### config.mk
export PLATFORM = sky130hd
export DESIGN_NAME = imem_loader
export DESIGN_NICKNAME = d
export VERILOG_FILES = /design/src/rtl/imem_loader.sv
export SDC_FILE = /design/constraint.sdc
export NUM_CORES = 1
export LEC_CHECK = 0
export ABC_AREA = 1
export BUFFER_PORTS_ARGS = -buffer_cell sky130_fd_sc_hd__buf_2
export CAP_MARGIN = 20
export CORE_MARGIN = 1
export CORE_UTILIZATION = 45
export DETAILED_ROUTE_END_ITERATION = 12
export PLACE_DENSITY = 0.65
export REMOVE_ABC_BUFFERS = 1
export SLEW_MARGIN = 5
export SYNTH_ARGS = -nofsm -noshare
export SYNTH_HDL_FRONTEND = slang
export SYNTH_SLANG_ARGS = --single-unit
### constraint.sdc
create_clock -name clk -period 3.8 [get_ports clk]
set_input_delay 0.57 -clock clk [delete_from_list [all_inputs] [get_ports clk]]
set_output_delay 0.57 -clock clk [all_outputs]
set_load 0.005 [all_outputs]
### src/rtl/imem_loader.sv
// Boot loader: fills byte-wide instruction memory from a framed byte stream
// (16-bit length, payload, checksum) and holds the CPU until a verified load.
module imem_loader #(
    parameter int MEM_BYTES = 512,
    parameter int ADDR_W    = 9
) (
    input  logic              clk,
    input  logic              rst,
    input  logic              load_start,
    input  logic              rx_valid,
    input  logic [7:0]        rx_data,
    output logic              rx_ready,
    output logic              mem_we,
    output logic [ADDR_W-1:0] mem_waddr,
    output logic [7:0]        mem_wdata,
    output logic              cpu_hold,
    output logic              load_done,
    output logic              load_err,
    output logic [ADDR_W:0]   byte_count
);

    typedef enum logic [2:0] {
        IDLE,
        LEN_LO,
        LEN_HI,
        DATA,
        CSUM,
        DONE,
        ERR
    } state_e;

    localparam logic [15:0]       MAX_LEN = 16'(MEM_BYTES);
    localparam logic [ADDR_W:0]   CNT_ONE = (ADDR_W+1)'(1);
    localparam logic [ADDR_W-1:0] PTR_ONE = ADDR_W'(1);

    state_e            state_q, state_d;
    logic [7:0]        len_lo_q, len_lo_d;
    logic [ADDR_W:0]   len_q, len_d;
    logic [ADDR_W:0]   byte_count_q, byte_count_d;
    logic [ADDR_W-1:0] ptr_q, ptr_d;
    logic [7:0]        sum_q, sum_d;

    logic        xfer;
    logic [15:0] len_full;
    logic        len_ok;
    logic        last_byte;
    logic [7:0]  sum_next;
    logic        csum_ok;

    assign xfer      = rx_valid & rx_ready;
    assign len_full  = {rx_data, len_lo_q};
    assign len_ok    = (len_full != '0) && (len_full <= MAX_LEN) && (len_full[1:0] == 2'b00);
    assign last_byte = (byte_count_q + CNT_ONE) == len_q;
    assign sum_next  = sum_q + rx_data;
    assign csum_ok   = (sum_next == '0);
    assign byte_count = byte_count_q;

    always_ff @(posedge clk) begin
        if (rst) begin
            state_q <= IDLE;
        end else begin
            state_q <= state_d;
        end
    end

    always_ff @(posedge clk) begin
        if (rst) begin
            len_lo_q     <= '0;
            len_q        <= '0;
            byte_count_q <= '0;
            ptr_q        <= '0;
            sum_q        <= '0;
        end else begin
            len_lo_q     <= len_lo_d;
            len_q        <= len_d;
            byte_count_q <= byte_count_d;
            ptr_q        <= ptr_d;
            sum_q        <= sum_d;
        end
    end

    always_comb begin
        state_d = state_q;
        case (state_q)
            IDLE, DONE, ERR: if (load_start) state_d = LEN_LO;
            LEN_LO:          if (xfer) state_d = LEN_HI;
            LEN_HI:          if (xfer) state_d = len_ok ? DATA : ERR;
            DATA:            if (xfer && last_byte) state_d = CSUM;
            CSUM:            if (xfer) state_d = csum_ok ? DONE : ERR;
            default:         state_d = IDLE;
        endcase
    end

    always_comb begin
        len_lo_d     = len_lo_q;
        len_d        = len_q;
        byte_count_d = byte_count_q;
        ptr_d        = ptr_q;
        sum_d        = sum_q;
        if (xfer) begin
            case (state_q)
                LEN_LO: len_lo_d = rx_data;
                LEN_HI: begin
                    if (len_ok) begin
                        len_d        = len_full[ADDR_W:0];
                        byte_count_d = '0;
                        ptr_d        = '0;
                        sum_d        = '0;
                    end
                end
                DATA: begin
                    byte_count_d = byte_count_q + CNT_ONE;
                    sum_d        = sum_next;
                    // Pointer stops on the final byte so a full-size image never wraps it.
                    if (!last_byte) ptr_d = ptr_q + PTR_ONE;
                end
                default: ;
            endcase
        end
    end

    always_comb begin
        rx_ready  = (state_q == LEN_LO) || (state_q == LEN_HI) ||
                    (state_q == DATA)   || (state_q == CSUM);
        cpu_hold  = (state_q != DONE);
        load_done = (state_q == DONE);
        load_err  = (state_q == ERR);
        mem_we    = (state_q == DATA) && rx_valid;
        mem_waddr = ptr_q;
        mem_wdata = rx_data;
    end

endmodule
# --- Word level (Yosys, flattened, before mapping) ---
# Cells that the tools add are included.
word_totals:
  word_cells: 59
  regBits: 48
  in_bits: 12
  out_inout_bits: 32
op_classes:
  n_mux: 15
  reduce_logical: 18
  magnitude_cmp: 1
  n_bitwise: 1
  n_addsub: 3
  eq_ne: 15
op_table:
  columns: ["cell", "n"]
  rows:
  - ["10-bit case mux with 2 select lines", 1]
  - ["3-bit 2-to-1 mux", 6]
  - ["9-bit 2-to-1 mux", 2]
  - ["9-bit case mux with 2 select lines", 1]
  - ["16-bit by 10-bit <= comparator with 1-bit output (second input constant)", 1]
  - ["8-bit case mux with 2 select lines", 1]
  - ["16-bit nonzero test", 1]
  - ["3-bit case mux with 5 select lines", 1]
  - ["2-bit inequality test (second input constant)", 7]
  - ["10-bit by 1-bit adder with 10-bit output (second input constant)", 1]
  - ["10-bit == test", 1]
  - ["10-bit 2-to-1 mux", 1]
  - ["9-bit by 1-bit adder with 9-bit output (second input constant)", 1]
  - ["3-bit == test (second input constant)", 3]
  - ["8-bit adder", 1]
  - ["8-bit logical NOT", 1]
  - ["8-bit 2-to-1 mux", 1]
  - ["3-bit by 2-bit == test with 1-bit output (second input constant)", 2]
  - ["3-bit AND reduction", 2]
  - ["5-bit AND reduction", 1]
  - ["1-bit logical AND", 4]
  - ["4-bit AND reduction", 1]
  - ["3-bit by 1-bit == test with 1-bit output (second input constant)", 1]
  - ["3-bit logical NOT", 1]
  - ["other kinds (8)", 10]

# --- Longest topological paths before layout ---
depth:
  word_depth: 8
  mapped_depth: 16
  mapped_depth_nobuf: 16

# --- Least setup slack after synthesis ---
# OpenSTA, ideal clock, no wires.
synth_timing:
  kind: "input to register"
  from: "input rx_data[0]"
  to: "register state_q[0]"
  cell_stages: 10
  arrival_ns: 1.984
  setup_ns: 0.071
  path_buffers: 0
  setup_slack_ns: 1.745
  t_required_ns: 3.729
  cell_sequence: "ha_1 > fa_1 > xor2_1 > nor3_1 > nand2_1 > nor2_1 > nand4_1 > nand3_1 > nand3_1 > a21oi_1"
synth_between:
  elab_chain_len: 6
  elab_cells_between_ends: 11
  classes_between: "add/sub: 1; order compare: 1; mux: 5; reduce/logical: 4"
synth_rtl:
  columns: ["item", "line_no", "source"]
  rows:
  - ["start, declared", "11", "input logic [7:0] rx_data,"]
  - ["16-bit by 10-bit <= comparator with 1-bit output or 16-bit nonzero test (tied branches)", "52", "assign len_ok = (len_full != '0) && (len_full <= MAX_LEN) && (len_full[1:0] == 2'b00);"]
  - ["1-bit logical AND (2 in a row)", "52", null]
  - ["3-bit 2-to-1 mux (2 in a row)", "87", "LEN_HI: if (xfer) state_d = len_ok ? DATA : ERR;"]
  - ["3-bit case mux with 5 select lines *", "84", "case (state_q)"]
  - ["end signal, assigned", "62", "state_q <= state_d;"]
  - ["end, declared", "36", "state_e state_q, state_d;"]
# Mark *: on every way between the ends. The rest lies on a longest branch, timed or not. The select of a mux whose other input is x is not followed.
# A chain may end at the register's enable or synchronous reset.

# --- Worst setup path after layout ---
layout_timing:
  from: "register state_q[1]"
  to: "output mem_we"
layout_between:
  elab_chain_len: 2
layout_rtl:
  columns: ["item", "line_no", "source"]
  rows:
  - ["3-bit by 2-bit == test with 1-bit output", "128", "mem_we = (state_q == DATA) && rx_valid;"]
  - ["1-bit logical AND", "128", null]
  - ["end, declared", "13", "output logic mem_we,"]
# No other way between the ends.

==> results.py <==
metrics = {
    "status": {
        "status": "complete, but fails checks",
        "violations": "design-rule violations",
    },
    "floorplanning": {
        "die_w_um": 83.9,
        "die_y_um": 83.9,
        "num_rows": 29,
        "core_sq_um": 6420,
        "dieArea_sq_um": 7040,
        "initial_utilization_pct": 47.0,
        "io_pins": 44,
    },
    "sta": {
        "period_needed_ns": 2.57,
        "rsz0062_at_grt": "no",
        "finClkSkew_ns": 0.00636,
        "slew_viol_final": 0,
        "tns_ns": 0,
        "hold_viol": 0,
        "hold_ws_ns": 0.476,
        "worstMarginPinSlew_ns": 0.772,
        "setup_viol": 0,
        "period_share_pct": 67.7,
        "max_freq_ghz": 0.389,
        "slew_headroom_pct": 48.5,
    },
    "place": {
        "dp.cells": 533,
        "dp_hpwl_um": 5120,
        "portBuffers": 43,
        "gp_congestion": 0.840,
    },
    "routing": {
        "dr.pass1.iters": 9,
        "drt-met1-wl_um": 3450,
        "routed_wl_um": 6840,
        "wl_per_cell_um": 12.7,
        "remaining_drc_errors": 8,
        "vias": 2751,
        "first_iter_violations": 136,
        "vias_per_cell": 5.09,
        "top_layer": "met4",
        "met2_length_um": 3090,
        "drtAntennaViolNets": 0,
        "met3_length_um": 237,
    },
    "cells_and_area": {
        "drive_above_1_share_pct": 17.9,
        "final_common_cell": "nand2_1",
        "n_fill_cell": 625,
        "n_antenna_cell": 0,
        "finalNetCount": 485,
        "instances_no_fill": 541,
        "mostFrequentLayoutCells": "83 x nand2_1, 48 x dfxtp_1, 44 x a21oi_1, 44 x nand3_1",
        "area_growth_pct": 9.49,
    },
    "global_route": {
        "grt_pass1_wl_um": 11700,
        "grt_overflow_total": 0,
        "antenna_found_initial": 0,
        "grt_max_degree": 27,
        "grt_pass1_vias": 2454,
        "grt.total_usage_pct": 20.7,
    },
    "synth": {
        "synth_area_sq_um": 3020,
        "yosys_warnings": 0,
        "synth_top_family_by_area": "simple AND/OR/NAND/NOR gates",
        "ys_ff_latch": 48,
        "ys_seq_area_share_pct": 31.8,
        "yosysTopAreaCell": "dfxtp_1",
        "synth_compound_area_share_pct": 14.8,
        "synthSimpleGateAreaFrac_pct": 33.7,
        "synthMuxAreaShare_pct": 0,
        "syn_inst": 431,
        "synth_top_area_share_pct": 31.8,
        "syn_area_per_cell_sq_um": 7.01,
        "synth_cell_types": 44,
        "synth-xor-area-share_pct": 3.77,
        "synth_fa_ha_area_share_pct": 4.39,
        "ys_top_cells_by_area": "dfxtp_1 32%, nand2_1 10%, a21oi_1 7.3%, nand3_1 7.3%, inv_1 5.3%",
    },
    "critical_path": {
        "path_max_fanout": 19,
        "start_kind": "flip-flop",
        "crit_required_ns": 3.23,
        "cp_data_arrival_time_ns": 2.00,
        "cp-end-kind": "output pin",
        "reg2reg_setup_slack_ns": 1.67,
        "worstSetupPathType": "flip-flop to output pin",
    },
    "power_and_ir_drop": {
        "total_power_w": 0.00148,
        "p_per_area_nw_per_um2": 447,
        "leakage_nw": 1.50,
        "ir_drop_uv": 288,
    },
    "run": {
        "drv_cap": 0,
    },
    "clock_tree": {
        "cts_sinks": 48,
        "cts_tree": "done",
        "clk_path_buf_depth": 2,
        "cts_resized": 0,
        "ctsHoldBuffers": 0,
        "cts_max_level": 2,
        "path_clk_slew_ns": 0.10,
        "cts_setup_buffers": 0,
        "clk_latency_ns": 0.31,
        "cts_root_buf": "clkbuf_8",
        "cts_buffers": 5,
    },
    "hold_path": {
        "min_path_type": "flip-flop to flip-flop",
    },
}
==> flip-flops by register name, indices dropped and copies added (netlist names) <==
signal and count:
len_q 10, mem_waddr 9, state_q 3, byte_count 10, len_lo_q 8, sum_q 8
==> cells by family (layout without fill, tap and decap cells) <==
kind of cell | Yosys count | after routing
simple gates | 206 | 206
compound gates | 83 | 83
buf+inv | 71 | 104
flops | 48 | 48
xor+xnor | 13 | 13
fa+ha+maj | 10 | 10
==> metrics by stage <==
stage / area (sq um) / util [%] / setup WS [ns]
3_3_place_gp: 3200 / 49.8 / 1.29
6_report: 3310 / 51.5 / 1.23
3_5_place_dp: 3200 / 49.8 / 1.32
2_1_floorplan: 2880 / - / 1.75
5_1_grt: 3310 / 51.5 / 1.11
4_1_cts: 3310 / 51.5 / 1.23
==> cell usage after synthesis (all sizes together) <==
master	n
clkbuf	5
a22oi	3
nand3	45
inv	52
a21oi	45
o211a	1
a21o	1
or2	3
o22ai	1
ha	9
xor2	9
nand2	91
nand4	8
xnor2	4
nor3	6
nor2	48
a211oi	1
buf	13
o31ai	1
clkinv	1
fa	1
o21ai	29
and2	1
dfxtp	48
nand3b	3
o21bai	1
nor4	1
==> critical path, cell delays in order (launching register included) <==
cell	delay [ns]
dfxtp_1	0.39
inv_2	0.07
nor2_4	0.21
inv_4	0.09
nor2_8	0.16
inv_4	0.14
nor2_1	0.44
buf_2	0.21
==> final timing paths <==
path | startpoint | end | cells past startpoint
max | state_q[1] | mem_we | 7
min reg2reg | len_q[1] | len_q[1] | 2
max reg2reg | byte_count[0] | mem_waddr[5] | 15
min | len_q[1] | len_q[1] | 2
==> where the power goes <==
| part | total (W) | switching, W | internal [W] |
|---|---|---|---|
| clock | 0.000380 | 0.000185 | 0.000195 |
| combinational | 0.000519 | 0.000354 | 0.000165 |
| sequential | 0.000578 | 0.0000333 | 0.000544 |
| total | 0.00148 | 0.000572 | 0.000905 |
==> routing by layer <==
layer | vias to the layer above | track usage, %
met5 | - | 0
met4 | 0 | 5.80
met3 | 7 | 4.35
met2 | 47 | 32.6
met1 | 1225 | 28.6
li1 | 1472 | -
==> cell type report <==
type / count / area [sq um] / share of cell area, %
repair buffers: 43 / 215 / 6.51
inverters: 53 / 211 / 6.39
multi-input cells: 312 / 1710 / 51.8
flip-flops and latches: 48 / 961 / 29.1
clock buffers: 5 / 68.8 / 2.08
clock inverters: 3 / 42.5 / 1.29
well taps: 77 / 96.3 / 2.91
Note: power is estimated with default switching activity, not from simulation.
